$ cat src/rtl/wb_trace_collector.sv
// wb_trace_collector: in-order FIFO of core GRF/DM write events presented as valid/ready trace records
// Ports: clk, reset (async active-low); grf_we/pc/addr/wdata (WB writes);
// dm_we/pc/addr/wdata (MEM stores); out_valid/out_ready/out_kind/out_pc/out_addr/out_data
// (head record); count/full/overflow (status). Optional macro TRACE_TS_EN adds out_time.
module wb_trace_collector #(
  parameter int DEPTH  = 8,
  parameter int ADDR_W = 3
) (
  input  logic              clk,
  input  logic              reset,
  input  logic              grf_we,
  input  logic [31:0]       grf_pc,
  input  logic [4:0]        grf_addr,
  input  logic [31:0]       grf_wdata,
  input  logic              dm_we,
  input  logic [31:0]       dm_pc,
  input  logic [31:0]       dm_addr,
  input  logic [31:0]       dm_wdata,
  output logic              out_valid,
  input  logic              out_ready,
  output logic              out_kind,
  output logic [31:0]       out_pc,
  output logic [31:0]       out_addr,
  output logic [31:0]       out_data,
`ifdef TRACE_TS_EN
  output logic [31:0]       out_time,
`endif
  output logic [ADDR_W:0]   count,
  output logic              full,
  output logic              overflow
);
`ifdef TRACE_TS_EN
  localparam int EW = 129;
  logic [31:0] ts;
  always_ff @(posedge clk or negedge reset)
    if (!reset) ts <= '0;
    else ts <= ts + 32'd1;
`else
  localparam int EW = 97;
`endif
  localparam logic [ADDR_W:0] DEPTH_C = (ADDR_W+1)'(DEPTH);
  localparam logic [ADDR_W:0] DEPTH_M1 = (ADDR_W+1)'(DEPTH - 1);
  logic [EW-1:0] mem [DEPTH];
  logic [EW-1:0] g_ent, d_ent, head;
  logic [ADDR_W-1:0] wptr, rptr, dptr;
  logic gq, dq, push_g, push_d, pop, drop;
`ifdef TRACE_TS_EN
  assign g_ent = {1'b0, grf_pc, 27'b0, grf_addr, grf_wdata, ts};
  assign d_ent = {1'b1, dm_pc, dm_addr, dm_wdata, ts};
  assign {out_kind, out_pc, out_addr, out_data, out_time} = head;
`else
  assign g_ent = {1'b0, grf_pc, 27'b0, grf_addr, grf_wdata};
  assign d_ent = {1'b1, dm_pc, dm_addr, dm_wdata};
  assign {out_kind, out_pc, out_addr, out_data} = head;
`endif
  assign gq = grf_we && (grf_addr != 5'd0);
  assign dq = dm_we;
  // space is judged on start-of-cycle occupancy; a same-cycle pop never frees a slot
  assign push_g = gq && (count != DEPTH_C);
  assign push_d = dq && (gq ? (count < DEPTH_M1) : (count != DEPTH_C));
  assign drop = (gq && !push_g) || (dq && !push_d);
  assign out_valid = (count != '0);
  assign pop = out_valid && out_ready;
  assign full = (count == DEPTH_C);
  assign dptr = wptr + ADDR_W'(push_g);
  // gating on out_valid keeps stale storage off the port while empty or in reset
  assign head = out_valid ? mem[rptr] : '0;
  always_ff @(posedge clk) begin
    if (push_g) mem[wptr] <= g_ent;
    if (push_d) mem[dptr] <= d_ent;
  end
  always_ff @(posedge clk or negedge reset)
    if (!reset) begin
      wptr <= '0;
      rptr <= '0;
      count <= '0;
      overflow <= 1'b0;
    end else begin
      wptr <= dptr + ADDR_W'(push_d);
      rptr <= rptr + ADDR_W'(pop);
      count <= count + (ADDR_W+1)'(push_g) + (ADDR_W+1)'(push_d) - (ADDR_W+1)'(pop);
      overflow <= overflow | drop;
    end
endmodule

$ cat config.mk
export PLATFORM = sky130hd
export DESIGN_NAME = wb_trace_collector
export DESIGN_NICKNAME = d
export VERILOG_FILES = /design/src/rtl/wb_trace_collector.sv
export SDC_FILE = /design/constraint.sdc
export NUM_CORES = 1
export LEC_CHECK = 0
export CAP_MARGIN = 40
export CORE_MARGIN = 1.5
export CORE_UTILIZATION = 35
export DETAILED_ROUTE_END_ITERATION = 7
export SLEW_MARGIN = 20
export SYNTH_ARGS = -nofsm -noshare
export SYNTH_HDL_FRONTEND = slang
export SYNTH_SLANG_ARGS = --single-unit
$ cat constraint.sdc
create_clock -name clk -period 6.21 [get_ports clk]
set_input_delay 1.242 -clock clk [delete_from_list [all_inputs] [get_ports clk]]
set_output_delay 1.242 -clock clk [all_outputs]
set_load 0.05 [all_outputs]
### Word-level counts from Yosys, hierarchy flattened

Memory sizes are Yosys's and may differ from the RTL's.
Index checks and enable logic that the tools add are counted.

* bits in writable memories: 776
* word-level logic and storage cells: 32
* memories kept: 1
* bits in registers: 11
* input port bits: 170
* output and inout port bits: 104

* equality and inequality tests: 2
* reductions and logical operators: 11
* $add $sub $neg: 6
* muxes and demuxes: 6
* bitwise gates (word level): 1
* order comparisons: 1

Memories
* mem: depth 8, width 97, rd ports 1, clocked after memory_dff 0, write ports 2, line 43 `logic [EW-1:0] mem [DEPTH];`

Operators with widths (count)
* two-way mux 97 bit: 1
* adder 3 x 1 -> 3 bit: 3
* adder 4 x 1 -> 4 bit: 2
* logical AND 1 bit: 6
* two-way mux 1 bit: 5
* nonzero test 5 bit: 1
* equality test 4 bit, second input constant: 1
* less-than comparator 4 x 3 -> 1 bit, second input constant: 1
* inequality test 4 bit, second input constant: 1
* nonzero test 4 bit: 1
* subtractor 4 x 1 -> 4 bit: 1
* zero test 1 bit: 2
* logical OR 1 bit: 1
* bitwise OR 1 bit: 1

### Longest topological paths before layout

Gate-level depths: netlist (run 1).

* depth after elaboration: 8
* mapped depth: 14
* gate-level depth less buffers: 12

### Worst setup path after synthesis (run 1)

OpenSTA, ideal clock, no wires.

* kind: in2reg
* start point: in grf_addr[4]
* end point: mem mem[3][0], enable pin
* buffers on the path: 3
* data required time: 5.308 ns
* library setup time: 0.902 ns
* cell stages on the path: 12
* slack: 0.382 ns
* arrival: 4.926 ns
* cell sequence: buf_6 -> or3_4 -> o21ai_0 -> nor2_1 -> ha_1 -> ha_1 -> xor2_1 -> nor2_1 -> o21ai_0 -> buf_2 -> buf_4 -> nand2_1

RTL lines
* start, declared: line 13 `input logic [4:0] grf_addr,`
* end, declared: line 43

### Worst setup path after layout (run 1)

* start point: reg rptr[0]
* end point: out out_addr[1]

* longest elaborated chain between the ends: 2

RTL lines
* start, declared: line 45 `logic [ADDR_W-1:0] wptr, rptr, dptr;`
* start signal, assigned: line 80 `rptr <= rptr + ADDR_W'(pop);`
* memory (8 x 97 bit)
* two-way mux 97 bit: line 67 `assign head = out_valid ? mem[rptr] : '0;`
* end, declared: line 23 `output logic [31:0] out_addr,`

Every way passes these cells.

==> out/qor.yml, run 1 <==
clock_tree:
  cts_sinks: 787
  cts_setup_buffers: 0
  cts_buffers: 90
  ctsHoldBuffers: 0
  clockRootBuffer: "clkbuf_16"
  clk_pin_slew_ns: 0.06
  worstSkewPairLatency_ns: 0.67
  cts_resized: 0
  cts_buffer_depth: 3
  cts_tree: "built"
  htree_levels: 3
global_routing:
  grt_pass1_wl_um: 179000
  overflow: 0
  grt_pass1_vias: 25809
  grt_antenna_before_repair: 19
  grt_start_max_net_pins: 65
  grt_usage_pct: 20.1
route:
  wire_per_inst_um: 26.0
  first_pass_iters: 7
  route.detailed.drc: 0
  vias: 25279
  vias_per_cell: 5.32
  drt_iter0_drc: 2422
  ant_nets: 0
  wl_um: 124000
sta:
  relSlewSlack_pct: 41.4
  drv_slew: 0
  worst_hold_slack_ns: 0.472
  rsz0062_at_grt: "false"
  fin_worst_skew_ns: 0.0292
  period_minus_slack_ns: 5.14
  min_period_over_period_pct: 82.8
  fmax_mhz: 194
  hold_viol: 0
  fin_tns_setup_ns: 0
  finalSetupViolCount: 0
  worst-slew-pin-transition_ns: 0.875
outcome:
  status: "complete, no violations"
die:
  die_w_um: 348
  dieArea_um2: 121000
  num_rows: 126
  die_height_um: 348
  ios: 274
  initial_core_util_pct: 35.2
  coreArea_um2: 118000
placement:
  place.port_buffers: 273
  place_hpwl_um: 72300
  gp_congestion: 0.777
worst_setup_path:
  endpoint_kind: "output pin"
  crit_fanout: 34
  critPathSlowestCell: "dfrtp_4"
  critPathKind: "register to output pin"
  crit_path_cell_trace: "buf_4 -> mux4_2 -> mux2i_1 -> nor2_1 -> clkdlybuf4s50_1"
  crit_required_ns: 4.97
  crit_buf_inv: 2
  crit_path_max_incr_delay_ns: 0.92
  worstPathArrival_ns: 3.90
  path_delay_family: "buffers and inverters"
  worst_setup_path_start_kind: "register"
synth:
  ys_types: 41
  synth_nets: 3146
  async_reset_ff_share_pct: 1.40
  synth_edf_count: 768
  ys_ff_latch: 787
  ys_warn_count: 0
  ys_seq_area_share_pct: 56.6
  yosys.area.top_type: "edfxtp_1"
  synth_ff_type: "edfxtp_1"
  postSynthAreaPerCell_um2: 14.0
  synth.cell_area_um2: 41500
  synth_top_area_share_pct: 55.5
  synth_cells: 2962
  synth_area_leaders: "edfxtp_1 56%, mux2i_1 16%, mux4_2 11%, nand2_1 5.0%, and2_1 3.3%"
power:
  seq_power_share_pct: 32.8
  p_comb_share_pct: 46.7
  fin_total_pwr_mw: 24.3
  powerDensity_nw_per_um2: 505
  power.internal_mw: 14.5
  p_leak_nw: 19.9
  ir_drop_uv: 473
  p_sw_mw: 9.85
  swShare_pct: 40.5
  clkPwrFrac_pct: 20.5
final_layout:
  area_delta_synth_final_pct: 15.9
  final_nets: 3327
  drive_gt1_share_pct: 13.7
min_path:
  min_path_type: "register to register"
flow_run:
  maxCapViolCount: 0
synth_stat cells (7+ instances only):
library cell and n:
mux4_2 194, mux2i_1 649, buf_4 67, nand2_1 555, dfrtp_1 11, clkbuf_1 66
and2_1 218, or2_2 8, buf_6 87, dfxtp_1 8, o21ai_0 18, buf_2 40
ha_1 12, inv_1 87, nor2_1 103, buf_1 13, edfxtp_1 768, a21boi_4 8
a2111oi_4 7
worst register-to-register path, stage by stage, from the launching register on:
cell and delay [ns]:
dfrtp_1 0.40, inv_1 0.12, ha_1 0.16, or3b_2 0.57, inv_1 0.21, buf_8 0.23, nor2_1 0.12, ha_1 0.24
ha_1 0.24, xor2_1 0.24, nor3_1 0.44, a21boi_4 0.27, or2_4 0.49, buf_12 0.33
logic make-up (layout without fill, tap and decap cells):
kind of cell	count (synthesis)	after routing	share of synthesized area (%)
adder cells (fa/ha/maj)	14	14	0.458
multiplexers	843	843	26.2
other	0	5	0
AND/OR/NAND/NOR	904	904	9.71
flip-flops	787	787	56.6
buffers and inverters	362	613	5.62
XOR/XNOR	7	7	0.148
AO/OA/AOI/OAI	45	45	1.35
sequential cells by signal, summed over array words and instances, names as in the netlist:
register,flops
wptr,3
mem,776
overflow,1
count,4
rptr,3
power groups by stage:
stage | clock network (mW) | registers [mW] | logic [mW]
after floorplan | 0 | 7.89 | 7.63
after global placement | 0 | 8.15 | 11.3
after detailed placement | 0 | 8.13 | 11.4
after CTS | 5.06 | 8.03 | 11.4
after global routing | 5.24 | 8.09 | 12.0
final | 4.98 | 7.97 | 11.4
cell usage in the layout, fill, tap and decap left out, types with 2 or more instances in the layout:
cell             netlist  routed
nand3b_1               4       4
diode_2                0       5
mux4_2               194     194
buf_12                 0      33
o211a_1                2       2
a2111oi_4              7       8
nand3_1                2       2
and2_1               218     217
xnor2_1                3       3
fa_1                   2       2
mux2i_1              649     649
dfrtp_1               11       8
dfxtp_1                8       8
or3b_1                 3       3
inv_1                 87      87
clkdlybuf4s50_1        0     273
nor3_1                 4       4
nand2_1              555     554
o21ai_0               18      10
a21oi_1                2       2
a21o_1                 2       2
clkinvlp_4             0       2
edfxtp_1             768     768
xor2_1                 4       4
clkinv_2               0      11
o21ai_4                0       8
or2_4                  0       7
buf_4                 67      54
dfrtp_4                0       3
clkbuf_1              66      30
nor2_1               103     103
or3_4                  2       2
clkinv_8               0       2
a21boi_4               8       8
clkbuf_16              0      93
clkinv_1               0      21
ha_1                  12      12
o211ai_4               2       2
through the flow:
stage	cells	util [%]	worst slack, ns	area (um^2)
floorplan	2962	-	0.382	41500
global placement	4581	38.5	0.694	45400
detailed placement	4584	38.5	0.789	45400
CTS	4746	40.8	1.03	48100
global route	4751	40.8	0.874	48100
finish	4754	40.8	1.07	48100
final cells by class:
| class | instances | area (um^2) |
|---|---|---|
| Multi-Input combinational cell | 1813 | 15800 |
| Antenna cell | 5 | 12.5 |
| Clock buffer | 123 | 2440 |
| Inverter | 87 | 327 |
| Timing Repair Buffer | 364 | 3860 |
| Sequential cell | 787 | 23500 |
| Clock inverter | 39 | 240 |
| Tap cell | 1536 | 1920 |
| Fill cell | 10801 | 69800 |
routing by layer:
| layer | up-vias | wire [um] | GRT usage [%] |
|---|---|---|---|
| met2 | 922 | 58700 | 32.8 |
| met1 | 12973 | 52600 | 27.0 |
| met4 | 22 | 3110 | 5.67 |
| li1 | 11152 | - | - |
| met3 | 210 | 8930 | 4.46 |
| met5 | - | 144 | 0 |
path summary, 6_finish.rpt:
| path | to | depth (start not counted) | start | slack [ns] |
|---|---|---|---|---|
| worst max-delay path | out_addr[1] | 5 | rptr[0] | 1.07 |
| worst min-delay path | mem[3][96] | 1 | mem[3][96] | 0.47 |
| worst max register to register | mem[2][61] | 13 | count[2] | 1.79 |
| worst min register to register | mem[3][96] | 1 | mem[3][96] | 0.47 |
| max in group asynchronous | rptr[1] | 1 | reset | 4.62 |
| min in group asynchronous | wptr[0] | 1 | reset | 1.02 |
Power figures use the tool's default switching activity.
==> run 2: changes to the inputs <==
- clock period: 6.21 -> 5 ns (I/O delays scaled with it)
==> run 2 against run 1 <==
Register-to-register slack worse by 0.56 ns. Critical endpoint is now out_data[17]. Power is 26% higher. Largest power group unchanged. Worst hold slack worse by 0.0029 ns. Critical path type unchanged. Largest cell class unchanged. Non-clock buffer count is 25 higher.
==> out/qor.yml, run 2 (synthesized netlist as in run 1, its figures left out) <==
global_routing:
  grt_usage_pct: 20.1  # about the same
  grt_pass1_wl_um: 179000  # about the same
  grt_start_max_net_pins: 71  # +9.2%
  overflow: 0  # unchanged
  grt_pass1_vias: 25707  # -0.40%
  grt_antenna_before_repair: 14  # -5
worst_setup_path:
  crit_required_ns: 4.00  # -0.97 ns
  crit_fanout: 28  # -18%
  endpoint_kind: "output pin"
  worst_setup_path_start_kind: "register"
  critPathKind: "register to output pin"
  r2r_cells: 12  # -1
  worstPathArrival_ns: 3.71  # -0.19 ns
final_layout:
  final_common_cell: "edfxtp_1"
  reg_top3: "mem x776, count x4"
  final_nets: 3351  # +0.72%
  drive_gt1_share_pct: 14.7  # +1.0 points
  largest_reg_flops: 776  # unchanged
  stdcell_area_um2: 48700  # +1.2%
  fillers: 10865  # +0.59%
  final_cells: 4781  # +0.57%
  seqCellArea_um2: 23500  # unchanged
  final_core_util_pct: 41.3  # +0.49 points
  multiInputGateArea_um2: 15900  # about the same
  largest-register: "mem"
  final_cell_mix: "768 x edfxtp_1, 649 x mux2i_1, 554 x nand2_1"
  area_delta_synth_final_pct: 17.3
sta:
  drv_slew: 0  # unchanged
  rsz0062_at_grt: "false"
  hold_viol: 0  # unchanged
  fin_worst_skew_ns: 0.0365  # +0.00734 ns
  worst_hold_slack_ns: 0.469  # -0.00289 ns
  fin_tns_setup_ns: 0  # unchanged
  relSlewSlack_pct: 46.2  # +4.8 points
  fmax_mhz: 212
  worst-slew-pin-transition_ns: 0.804  # -0.0711 ns
  min_period_over_period_pct: 94.2
  finalSetupViolCount: 0  # unchanged
  period_minus_slack_ns: 4.71
clock_tree:
  cts_buffer_depth: 3  # unchanged
  cts_sinks: 787  # unchanged
  worstSkewPairLatency_ns: 0.67  # about the same
  clockRootBuffer: "clkbuf_16"
  clk_pin_slew_ns: 0.06  # about the same
  htree_levels: 3  # unchanged
  cts_setup_buffers: 0  # unchanged
  cts_resized: 0  # unchanged
  cts_tree: "built"
  ctsHoldBuffers: 0  # unchanged
  cts_buffers: 89  # -1.1%
power:
  swShare_pct: 40.3  # -0.22 points
  p_comb_share_pct: 46.7  # about the same
  p_sw_mw: 12.3  # +25%
  powerDensity_nw_per_um2: 628  # +24%
  seq_power_share_pct: 32.4  # -0.4 points
  ir_drop_uv: 643  # +36%
  p_leak_nw: 20.2  # +1.5%
  power.internal_mw: 18.3  # +26%
  clkPwrFrac_pct: 20.9  # +0.4 points
outcome:
  status: "complete, no violations"
route:
  first_pass_iters: 5  # -2
  vias_per_cell: 5.30  # -0.25%
  wire_per_inst_um: 25.7  # -0.95%
  drt_iter0_drc: 2197  # -9.3%
  route.detailed.drc: 0  # unchanged
  ant_nets: 0  # unchanged
  vias: 25359  # +0.32%
  wl_um: 123000  # -0.38%
die:
  die_w_um: 348  # unchanged
  die_height_um: 348  # unchanged
  ios: 274  # unchanged
  coreArea_um2: 118000  # unchanged
  num_rows: 126  # unchanged
  initial_core_util_pct: 35.2  # unchanged
  dieArea_um2: 121000  # unchanged
min_path:
  hold_depth: 2  # +1
  min_path_type: "register to register"
placement:
  place_area_um2: 45900  # +1.0%
  dp_cells: 4611  # +0.59%
  place.port_buffers: 273  # unchanged
  place_hpwl_um: 71900  # -0.46%
  gp_congestion: 0.760  # -2.2%
flow_run:
  maxCapViolCount: 0  # unchanged
## run 2: cell types whose count changed in the layout (fill, tap and decap cells not counted), moves of 4 or more
| cell | previous run | this run |
|---|---|---|
| clkinv_2 | 11 | 19 |
| buf_4 | 54 | 62 |
| buf_12 | 33 | 52 |
| clkbuf_1 | 30 | 17 |
| bufinv_16 | 1 | 5 |
| clkinv_1 | 21 | 25 |
## run 2: worst paths after layout
| path | startpoint | endpoint | slack [ns] |
|---|---|---|---|
| max reg2reg | count[2] | mem[2][88] | 1.23 |
| min reg2reg | mem[2][96] | mem[2][96] | 0.47 |
| max | rptr[0] | out_data[17] | 0.29 |
| min | mem[2][96] | mem[2][96] | 0.47 |
| max in group asynchronous | reset | rptr[0] | 3.68 |
| min in group asynchronous | reset | overflow | 0.76 |
## run 2: area by class of cell
class,count,share of cell area [%]
diodes,3,0.0154
clock buffers,109,4.81
clock inverters,57,0.981
inverters,87,0.670
multi-input cells,1813,32.5
flip-flops and latches,787,48.2
well taps,1536,3.94
repair buffers,389,8.81
## run 2: per-stage QoR
stage               worst slack [ns]  total power, mW
floorplan                      0.235             19.3
global placement               0.424             24.4
detailed placement             0.414             24.5
CTS                            0.267             30.9
global route                   0.123             31.9
finish                         0.292             30.6
## run 2: worst max-delay path: stages, from the launching register on
cell and delay, ns:
dfrtp_4 0.84, buf_12 0.33, mux4_2 0.54, mux2i_1 0.50
nor2_1 0.08, clkdlybuf4s50_1 0.72
## run 2: power groups by stage
| stage | registers (mW) | clock network, mW | logic [mW] |
|---|---|---|---|
| global route | 10.1 | 6.75 | 15.1 |
| finish | 9.91 | 6.42 | 14.3 |
| global placement | 10.0 | 0 | 14.4 |
| floorplan | 9.79 | 0 | 9.47 |
| CTS | 9.93 | 6.50 | 14.5 |
| detailed placement | 10.1 | 0 | 14.4 |
## run 2: routing by layer
layer  global-route usage, %  part of all wire [%]  up-vias
met5                       0                  0.12        -
met4                    4.83                   2.1       24
met3                    4.24                   7.0      184
met2                    32.9                    48      890
met1                    27.4                    43    13061
li1                        -                     -    11200
